[src/rtl/pixel_fx_pkg.sv]
// Shared types and helpers for the pixel effect pipeline:
// effect codes, default gain and RGB word pack/unpack.
package pixel_fx_pkg;

    typedef enum logic [2:0] {
        PASS   = 3'd0,
        INVERT = 3'd1,
        GREY   = 3'd2,
        GAIN   = 3'd3,
        THRESH = 3'd4
    } fx_mode_e;

    localparam int DEFAULT_GAIN = 1;
    localparam int MAX_CH_W     = 8;

    typedef logic [MAX_CH_W-1:0]   ch_t;
    typedef logic [3*MAX_CH_W-1:0] rgb_word_t;

    // sel: 2 = R (high), 1 = G, 0 = B (low)
    function automatic ch_t unpack_ch(
        input rgb_word_t   word,
        input int unsigned sel,
        input int unsigned cw
    );
        rgb_word_t mask;
        mask = (rgb_word_t'(1) << cw) - rgb_word_t'(1);
        return ch_t'((word >> (sel * cw)) & mask);
    endfunction

    function automatic rgb_word_t pack_rgb(
        input ch_t         r,
        input ch_t         g,
        input ch_t         b,
        input int unsigned cw
    );
        return (rgb_word_t'(r) << (2 * cw))
             | (rgb_word_t'(g) << cw)
             | rgb_word_t'(b);
    endfunction

endpackage

[src/rtl/palette_ram.sv]
// Banked colour palette: one synchronous read port, one write port.
// No reset on the array so it maps onto block RAM.
module palette_ram #(
    parameter int NUM_SRC = 4,
    parameter int IDX_W   = 6,
    parameter int DW      = 12,
    localparam int SEL_W  = (NUM_SRC > 1) ? $clog2(NUM_SRC) : 1,
    localparam int DEPTH  = NUM_SRC << IDX_W,
    localparam int AW     = (DEPTH > 1) ? $clog2(DEPTH) : 1
) (
    input  logic             clk,
    input  logic             rd_en,
    input  logic [SEL_W-1:0] rd_bank,
    input  logic [IDX_W-1:0] rd_addr,
    output logic [DW-1:0]    rd_data,
    input  logic             wr_en,
    input  logic [SEL_W-1:0] wr_bank,
    input  logic [IDX_W-1:0] wr_addr,
    input  logic [DW-1:0]    wr_data
);

    logic [DW-1:0] mem [DEPTH];
    logic [AW-1:0] ra;
    logic [AW-1:0] wa;

    assign ra = (AW'(rd_bank) << IDX_W) + AW'(rd_addr);
    assign wa = (AW'(wr_bank) << IDX_W) + AW'(wr_addr);

    always_ff @(posedge clk) begin
        if (wr_en) begin
            mem[wa] <= wr_data;
        end
        if (rd_en) begin
            rd_data <= mem[ra];
        end
    end

endmodule

[src/rtl/pixel_fx_pipeline.sv]
// Pixel back-end: source select, palette lookup, per-frame effect.
// Config is captured at frame start and travels with each pixel.
module pixel_fx_pipeline
    import pixel_fx_pkg::*;
#(
    parameter int NUM_SRC = 4,
    parameter int IDX_W   = 6,
    parameter int CH_W    = 4,
    parameter int GAIN_W  = 4,
    localparam int SEL_W  = (NUM_SRC > 1) ? $clog2(NUM_SRC) : 1,
    localparam int PW     = 3 * CH_W
) (
    input  logic                     i_clk,
    input  logic                     i_rst,
    input  logic                     i_pix_stb,
    input  logic                     i_active,
    input  logic                     i_frame_start,
    input  logic [NUM_SRC*IDX_W-1:0] i_idx,
    input  logic [SEL_W-1:0]         i_src_sel,
    input  logic [SEL_W-1:0]         i_pal_sel,
    input  logic [2:0]               i_mode,
    input  logic [GAIN_W-1:0]        i_gain,
    input  logic                     i_pal_wr_valid,
    output logic                     o_pal_wr_ready,
    input  logic [SEL_W-1:0]         i_pal_wr_bank,
    input  logic [IDX_W-1:0]         i_pal_wr_addr,
    input  logic [PW-1:0]            i_pal_wr_data,
    output logic [CH_W-1:0]          o_r,
    output logic [CH_W-1:0]          o_g,
    output logic [CH_W-1:0]          o_b,
    output logic                     o_active
);

    localparam int PG_W = CH_W + GAIN_W;
    localparam logic [CH_W-1:0] CH_MAX = '1;

    function automatic logic [SEL_W-1:0] clamp_sel(
        input logic [SEL_W-1:0] s
    );
        return (int'(s) < NUM_SRC) ? s : '0;
    endfunction

    function automatic logic [CH_W-1:0] fx_ch(
        input logic [2:0]        m,
        input logic [CH_W-1:0]   c,
        input logic [CH_W-1:0]   grey,
        input logic [GAIN_W-1:0] g
    );
        logic [PG_W-1:0] p;
        logic [CH_W-1:0] res;
        p   = PG_W'(c) * PG_W'(g);
        res = c;
        case (m)
            INVERT: res = CH_MAX - c;
            GREY:   res = grey;
            GAIN: begin
                if (g == '0)
                    res = c;
                else if (p > PG_W'(CH_MAX))
                    res = CH_MAX;
                else
                    res = p[CH_W-1:0];
            end
            THRESH: res = c[CH_W-1] ? CH_MAX : '0;
            default: res = c;
        endcase
        return res;
    endfunction

    logic              load;
    logic [SEL_W-1:0]  src_q, pal_q;
    logic [2:0]        mode_q;
    logic [GAIN_W-1:0] gain_q;
    logic [SEL_W-1:0]  src_eff, pal_eff;
    logic [2:0]        mode_eff;
    logic [GAIN_W-1:0] gain_eff;

    logic [IDX_W-1:0]  idx1;
    logic [SEL_W-1:0]  pal1;
    logic [2:0]        mode1, mode2;
    logic [GAIN_W-1:0] gain1, gain2;
    logic              act1, act2, act3;
    logic [PW-1:0]     rd_data;
    logic [PW-1:0]     rgb3;

    logic [CH_W-1:0]   r2, g2, b2, grey2;
    logic [CH_W+1:0]   sum2;
    logic              wr_en;

    assign load = i_pix_stb & i_frame_start;

    // The frame-start pixel itself must already see the new config.
    assign src_eff  = load ? clamp_sel(i_src_sel) : src_q;
    assign pal_eff  = load ? clamp_sel(i_pal_sel) : pal_q;
    assign mode_eff = load ? i_mode : mode_q;
    assign gain_eff = load ? i_gain : gain_q;

    always_ff @(posedge i_clk or posedge i_rst) begin
        if (i_rst) begin
            src_q  <= '0;
            pal_q  <= '0;
            mode_q <= PASS;
            gain_q <= GAIN_W'(DEFAULT_GAIN);
        end else if (load) begin
            src_q  <= src_eff;
            pal_q  <= pal_eff;
            mode_q <= mode_eff;
            gain_q <= gain_eff;
        end
    end

    always_ff @(posedge i_clk or posedge i_rst) begin
        if (i_rst) begin
            idx1  <= '0;
            pal1  <= '0;
            mode1 <= PASS;
            gain1 <= '0;
            act1  <= 1'b0;
            mode2 <= PASS;
            gain2 <= '0;
            act2  <= 1'b0;
            rgb3  <= '0;
            act3  <= 1'b0;
        end else if (i_pix_stb) begin
            idx1  <= i_idx[src_eff*IDX_W +: IDX_W];
            pal1  <= pal_eff;
            mode1 <= mode_eff;
            gain1 <= gain_eff;
            act1  <= i_active;
            mode2 <= mode1;
            gain2 <= gain1;
            act2  <= act1;
            act3  <= act2;
            rgb3  <= act2
                   ? PW'(pack_rgb(ch_t'(fx_ch(mode2, r2, grey2, gain2)),
                                  ch_t'(fx_ch(mode2, g2, grey2, gain2)),
                                  ch_t'(fx_ch(mode2, b2, grey2, gain2)),
                                  CH_W))
                   : '0;
        end
    end

    assign wr_en = i_pal_wr_valid & o_pal_wr_ready
                 & (int'(i_pal_wr_bank) < NUM_SRC);

    palette_ram #(
        .NUM_SRC (NUM_SRC),
        .IDX_W   (IDX_W),
        .DW      (PW)
    ) u_palette (
        .clk     (i_clk),
        .rd_en   (i_pix_stb),
        .rd_bank (pal1),
        .rd_addr (idx1),
        .rd_data (rd_data),
        .wr_en   (wr_en),
        .wr_bank (i_pal_wr_bank),
        .wr_addr (i_pal_wr_addr),
        .wr_data (i_pal_wr_data)
    );

    assign r2    = CH_W'(unpack_ch(rgb_word_t'(rd_data), 2, CH_W));
    assign g2    = CH_W'(unpack_ch(rgb_word_t'(rd_data), 1, CH_W));
    assign b2    = CH_W'(unpack_ch(rgb_word_t'(rd_data), 0, CH_W));
    assign sum2  = (CH_W+2)'(r2) + (CH_W+2)'(g2) + (CH_W+2)'(b2);
    assign grey2 = CH_W'(sum2 / (CH_W+2)'(3));

    assign o_pal_wr_ready = !(i_active | act1 | act2 | act3);

    assign o_r      = CH_W'(unpack_ch(rgb_word_t'(rgb3), 2, CH_W));
    assign o_g      = CH_W'(unpack_ch(rgb_word_t'(rgb3), 1, CH_W));
    assign o_b      = CH_W'(unpack_ch(rgb_word_t'(rgb3), 0, CH_W));
    assign o_active = act3;

endmodule

[config.mk]
export PLATFORM = sky130hd
export DESIGN_NAME = pixel_fx_pipeline
export DESIGN_NICKNAME = d
export VERILOG_FILES = /design/src/rtl/pixel_fx_pkg.sv /design/src/rtl/palette_ram.sv /design/src/rtl/pixel_fx_pipeline.sv
export SDC_FILE = /design/constraint.sdc
export NUM_CORES = 2
export LEC_CHECK = 0
export ABC_CLOCK_PERIOD_IN_PS = 5700
export BUFFER_PORTS_ARGS = -buffer_cell sky130_fd_sc_hd__buf_2
export CAP_MARGIN = 20
export CORE_MARGIN = 5
export CORE_UTILIZATION = 37
export DETAILED_ROUTE_END_ITERATION = 8
export GPL_TIMING_DRIVEN = 0
export PLACE_DENSITY = 0.58
export SYNTH_ARGS = -nofsm -noshare
export SYNTH_HDL_FRONTEND = slang
export SYNTH_SLANG_ARGS = --single-unit
[constraint.sdc]
create_clock -name i_clk -period 5.7 [get_ports i_clk]
set_input_delay 1.425 -clock i_clk [delete_from_list [all_inputs] [get_ports i_clk]]
set_output_delay 1.425 -clock i_clk [all_outputs]
set_load 0.05 [all_outputs]
==> impl_metrics.toml <==
[run]
cap_viol_max_count = 0

[critical_path]
crit_fanout = 10
crit_slowest_cell = "a22oi_1"
cp-start-kind = "flip-flop"
max_stage_delay_ps = 770
path_buf_inv = 5
cp.required_ps = 6200
crit_type = "flip-flop to flip-flop"
crit_arrival_ps = 6320
cp_common_cell = "clkbuf_1"
critPathTopFamily = "buffers and inverters"
end_kind = "flip-flop"
worstPathCellList = "clkbuf_1 > buf_16 > clkbuf_1 > clkbuf_1 > clkbuf_2 > mux4_2 > mux4_2 > a22oi_1 > nand2_1 > a22oi_1 > o221ai_1"

[detailed_routing]
wl_met3_mm = 25.56
drcViolationCount = 0
drt-total-wl_mm = 333.9
via_per_inst = 5.589
highest_layer = "met5"
first_iter_violations = 7065
vias = 59505
dr_wl_met2_mm = 164.4
wl_met1_mm = 130.8
drtAntennaViolNets = 0
wl_per_cell_microns = 31.36
drt-pass1-iter-count = 6

[floorplan]
core_sq_mm = 0.3297
die_x_microns = 584.8
rows = 211
die_y_microns = 584.8
initial_core_util_pct = 37.07
dieArea_sq_mm = 0.3420
ios = 75

[synth]
ys_ff_latch = 3132
avgSynthCellArea_sq_um = 23.18
synth_top_area_cell = "edfxtp_1"
synth.most_common_cell = "edfxtp_1"
synthArstFlopShare_pct = 1.533
ys_types = 65
synthCells = 5273
synthTopCellsByArea = "edfxtp_1, mux4_2, dfrtp_1"
synth_nets = 5395
synth_edf_count = 3084
syn_area_sq_mm = 0.1222
seq_area_frac_synth_pct = 76.75
synth-warning-count = 0
ys.flop_type = "edfxtp_1"
synthTopCellsByCount = "edfxtp_1, mux4_2, nor2_1"
synth_top_area_share_pct = 75.77

[sta]
slew_headroom_pct = 20.65
setup_viol = 1
min_period_ps = 5824
min_period_over_period_pct = 102.2
timing.fmax_ghz = 0.1717
finalHoldViolCount = 0
final.setup_skew_ps = 57.34
slew_viol_final = 0
timing.final.ws_setup_ps = -124.1
tightest_slew_ps = 1190
hold_slack_ps = 464.9

[pwr]
p_per_area_mw_per_mm2 = 426.5
power_uw = 61000
vdd_drop_max_mv = 0.4221
power.leakage_uw = 0.04480

[global_routing]
grt_overflow = 0
grtUsageTotal_pct = 19.29
grt_pass1_wl_mm = 470.1
grt_pass1_vias = 60531
antenna_found_initial = 28
grt_max_degree = 149

[clock_network]
clkTransAtPathRegs_ps = 60
cts_tree = "built"
cts.path.max_buffers = 4
cts-hold-fix-buffers = 0
cts_sinks = 3132
root_buffer = "clkbuf_16"
h-tree-depth = 5
cts_buffers = 334
clock_latency_ps = 950

[placement]
place_inst = 9999
portBuffers = 74
dp_hpwl_mm = 228.0
place.gp.congestion = 0.8586
placed_area_sq_mm = 0.1316

[finish]
final_area_sq_mm = 0.1430
nets = 6131
instances_no_fill = 10647
layout-drive-gt1-share_pct = 32.13
synthToLayoutAreaGrowth_pct = 17.01

[run_status]
outcome = "finished, violations left"
violations = "negative setup slack"

[worst_hold_path]
worstHoldPathType = "input port to async pin"
-- layout by cell type (no fill, tap or decap), types with 26 or more instances in the layout --
cell,n
mux2_2,38
clkinv_1,61
clkbuf_16,335
edfxtp_1,3084
nand2_1,77
a22oi_1,51
nor2_2,36
dfrtp_1,47
bufinv_16,29
mux4_2,966
clkinv_2,64
buf_6,100
buf_2,95
ha_1,41
nor2_1,248
buf_4,147
and2_1,32
clkbuf_2,29
buf_8,71
clkbuf_1,237
buf_1,57
inv_1,59
o21ai_0,26
-- flip-flops by register name, summed over array words and instances (netlist names), 2 cells and up --
name               count
gain_q                 4
mode_q                 3
src_q                  2
pal1                   2
mode2                  3
pal_q                  2
idx1                   6
gain1                  4
mode1                  3
u_palette.rd_data     12
u_palette.mem       3072
gain2                  4
rgb3                  12
-- path summary, 6_finish.rpt --
kind                                  startpoint  slack (ps)  depth (start not counted)                              to
max reg2reg                  idx1[1]$_DFFE_PP0P_        -120                         11  u_palette.rd_data[1]$_DFFE_PP_
max                          idx1[1]$_DFFE_PP0P_        -120                         11  u_palette.rd_data[1]$_DFFE_PP_
min                                        i_rst         460                          2            pal_q[1]$_DFFE_PP0P_
min reg2reg                mode_q[1]$_DFFE_PP0P_         500                          1           mode_q[1]$_DFFE_PP0P_
min in group i_clk         mode_q[1]$_DFFE_PP0P_         500                          1           mode_q[1]$_DFFE_PP0P_
max in group asynchronous                  i_rst        4680                          3           gain_q[0]$_DFFE_PP1P_
-- layer usage --
layer	vias to the layer above	track usage, %
met4	6	7.055
met3	576	3.494
met2	2645	31.78
met5	-	0
met1	32216	25.83
li1	24062	-
-- kinds of logic (layout without fill, tap and decap cells) --
family                     count (synthesis)  count (layout)  share of synthesized area (%)
DFF                                     3132            3132                          76.75
muxes                                   1008            1008                          18.18
and+or+nand+nor                          471             471                          1.690
buffers and inverters                    359            1361                          1.138
AOI/OAI and AO/OA                        236             236                          1.463
adders and majority gates                 61              61                         0.7288
xor gates and xnor gates                   6               6                        0.04914
other                                      0               6                              0
-- per-stage QoR --
| step | TNS, ps | util (%) | worst slack [ps] |
|---|---|---|---|
| 6_report | -124.1 | 43.38 | -124.1 |
| 2_1_floorplan | 0 | - | 475.4 |
| 5_1_grt | -3.430 | 43.37 | -3.430 |
| 4_1_cts | 0 | 43.24 | 17.39 |
| 3_5_place_dp | -8212 | 39.91 | -687.0 |
| 3_3_place_gp | -4723700 | 38.84 | -1810 |
-- cell type report --
type | count | area (sq um)
Multi-Input combinational cell | 1782 | 27230
Inverter | 61 | 229.0
Timing Repair Buffer | 403 | 4268
Tap cell | 4366 | 5463
Clock buffer | 404 | 8656
Sequential cell | 3132 | 93810
Fill cell | 27652 | 186700
Buffer | 295 | 1225
Antenna cell | 6 | 15.01
Clock inverter | 198 | 2132
-- where the power goes --
part / switching [uW] / internal [uW] / total [uW]
Sequential: 155 / 25400 / 25600
Clock: 9130 / 12300 / 21400
Combinational: 8190 / 5820 / 14000
Total: 17500 / 43500 / 61000
-- timing repair --
action                                  CTS  global route
pin swaps                                 1             1
gates resized for setup                  34            30
buffers inserted                         13             4
endpoints found under the setup margin   18            13
(Power assumes the default switching activity.)
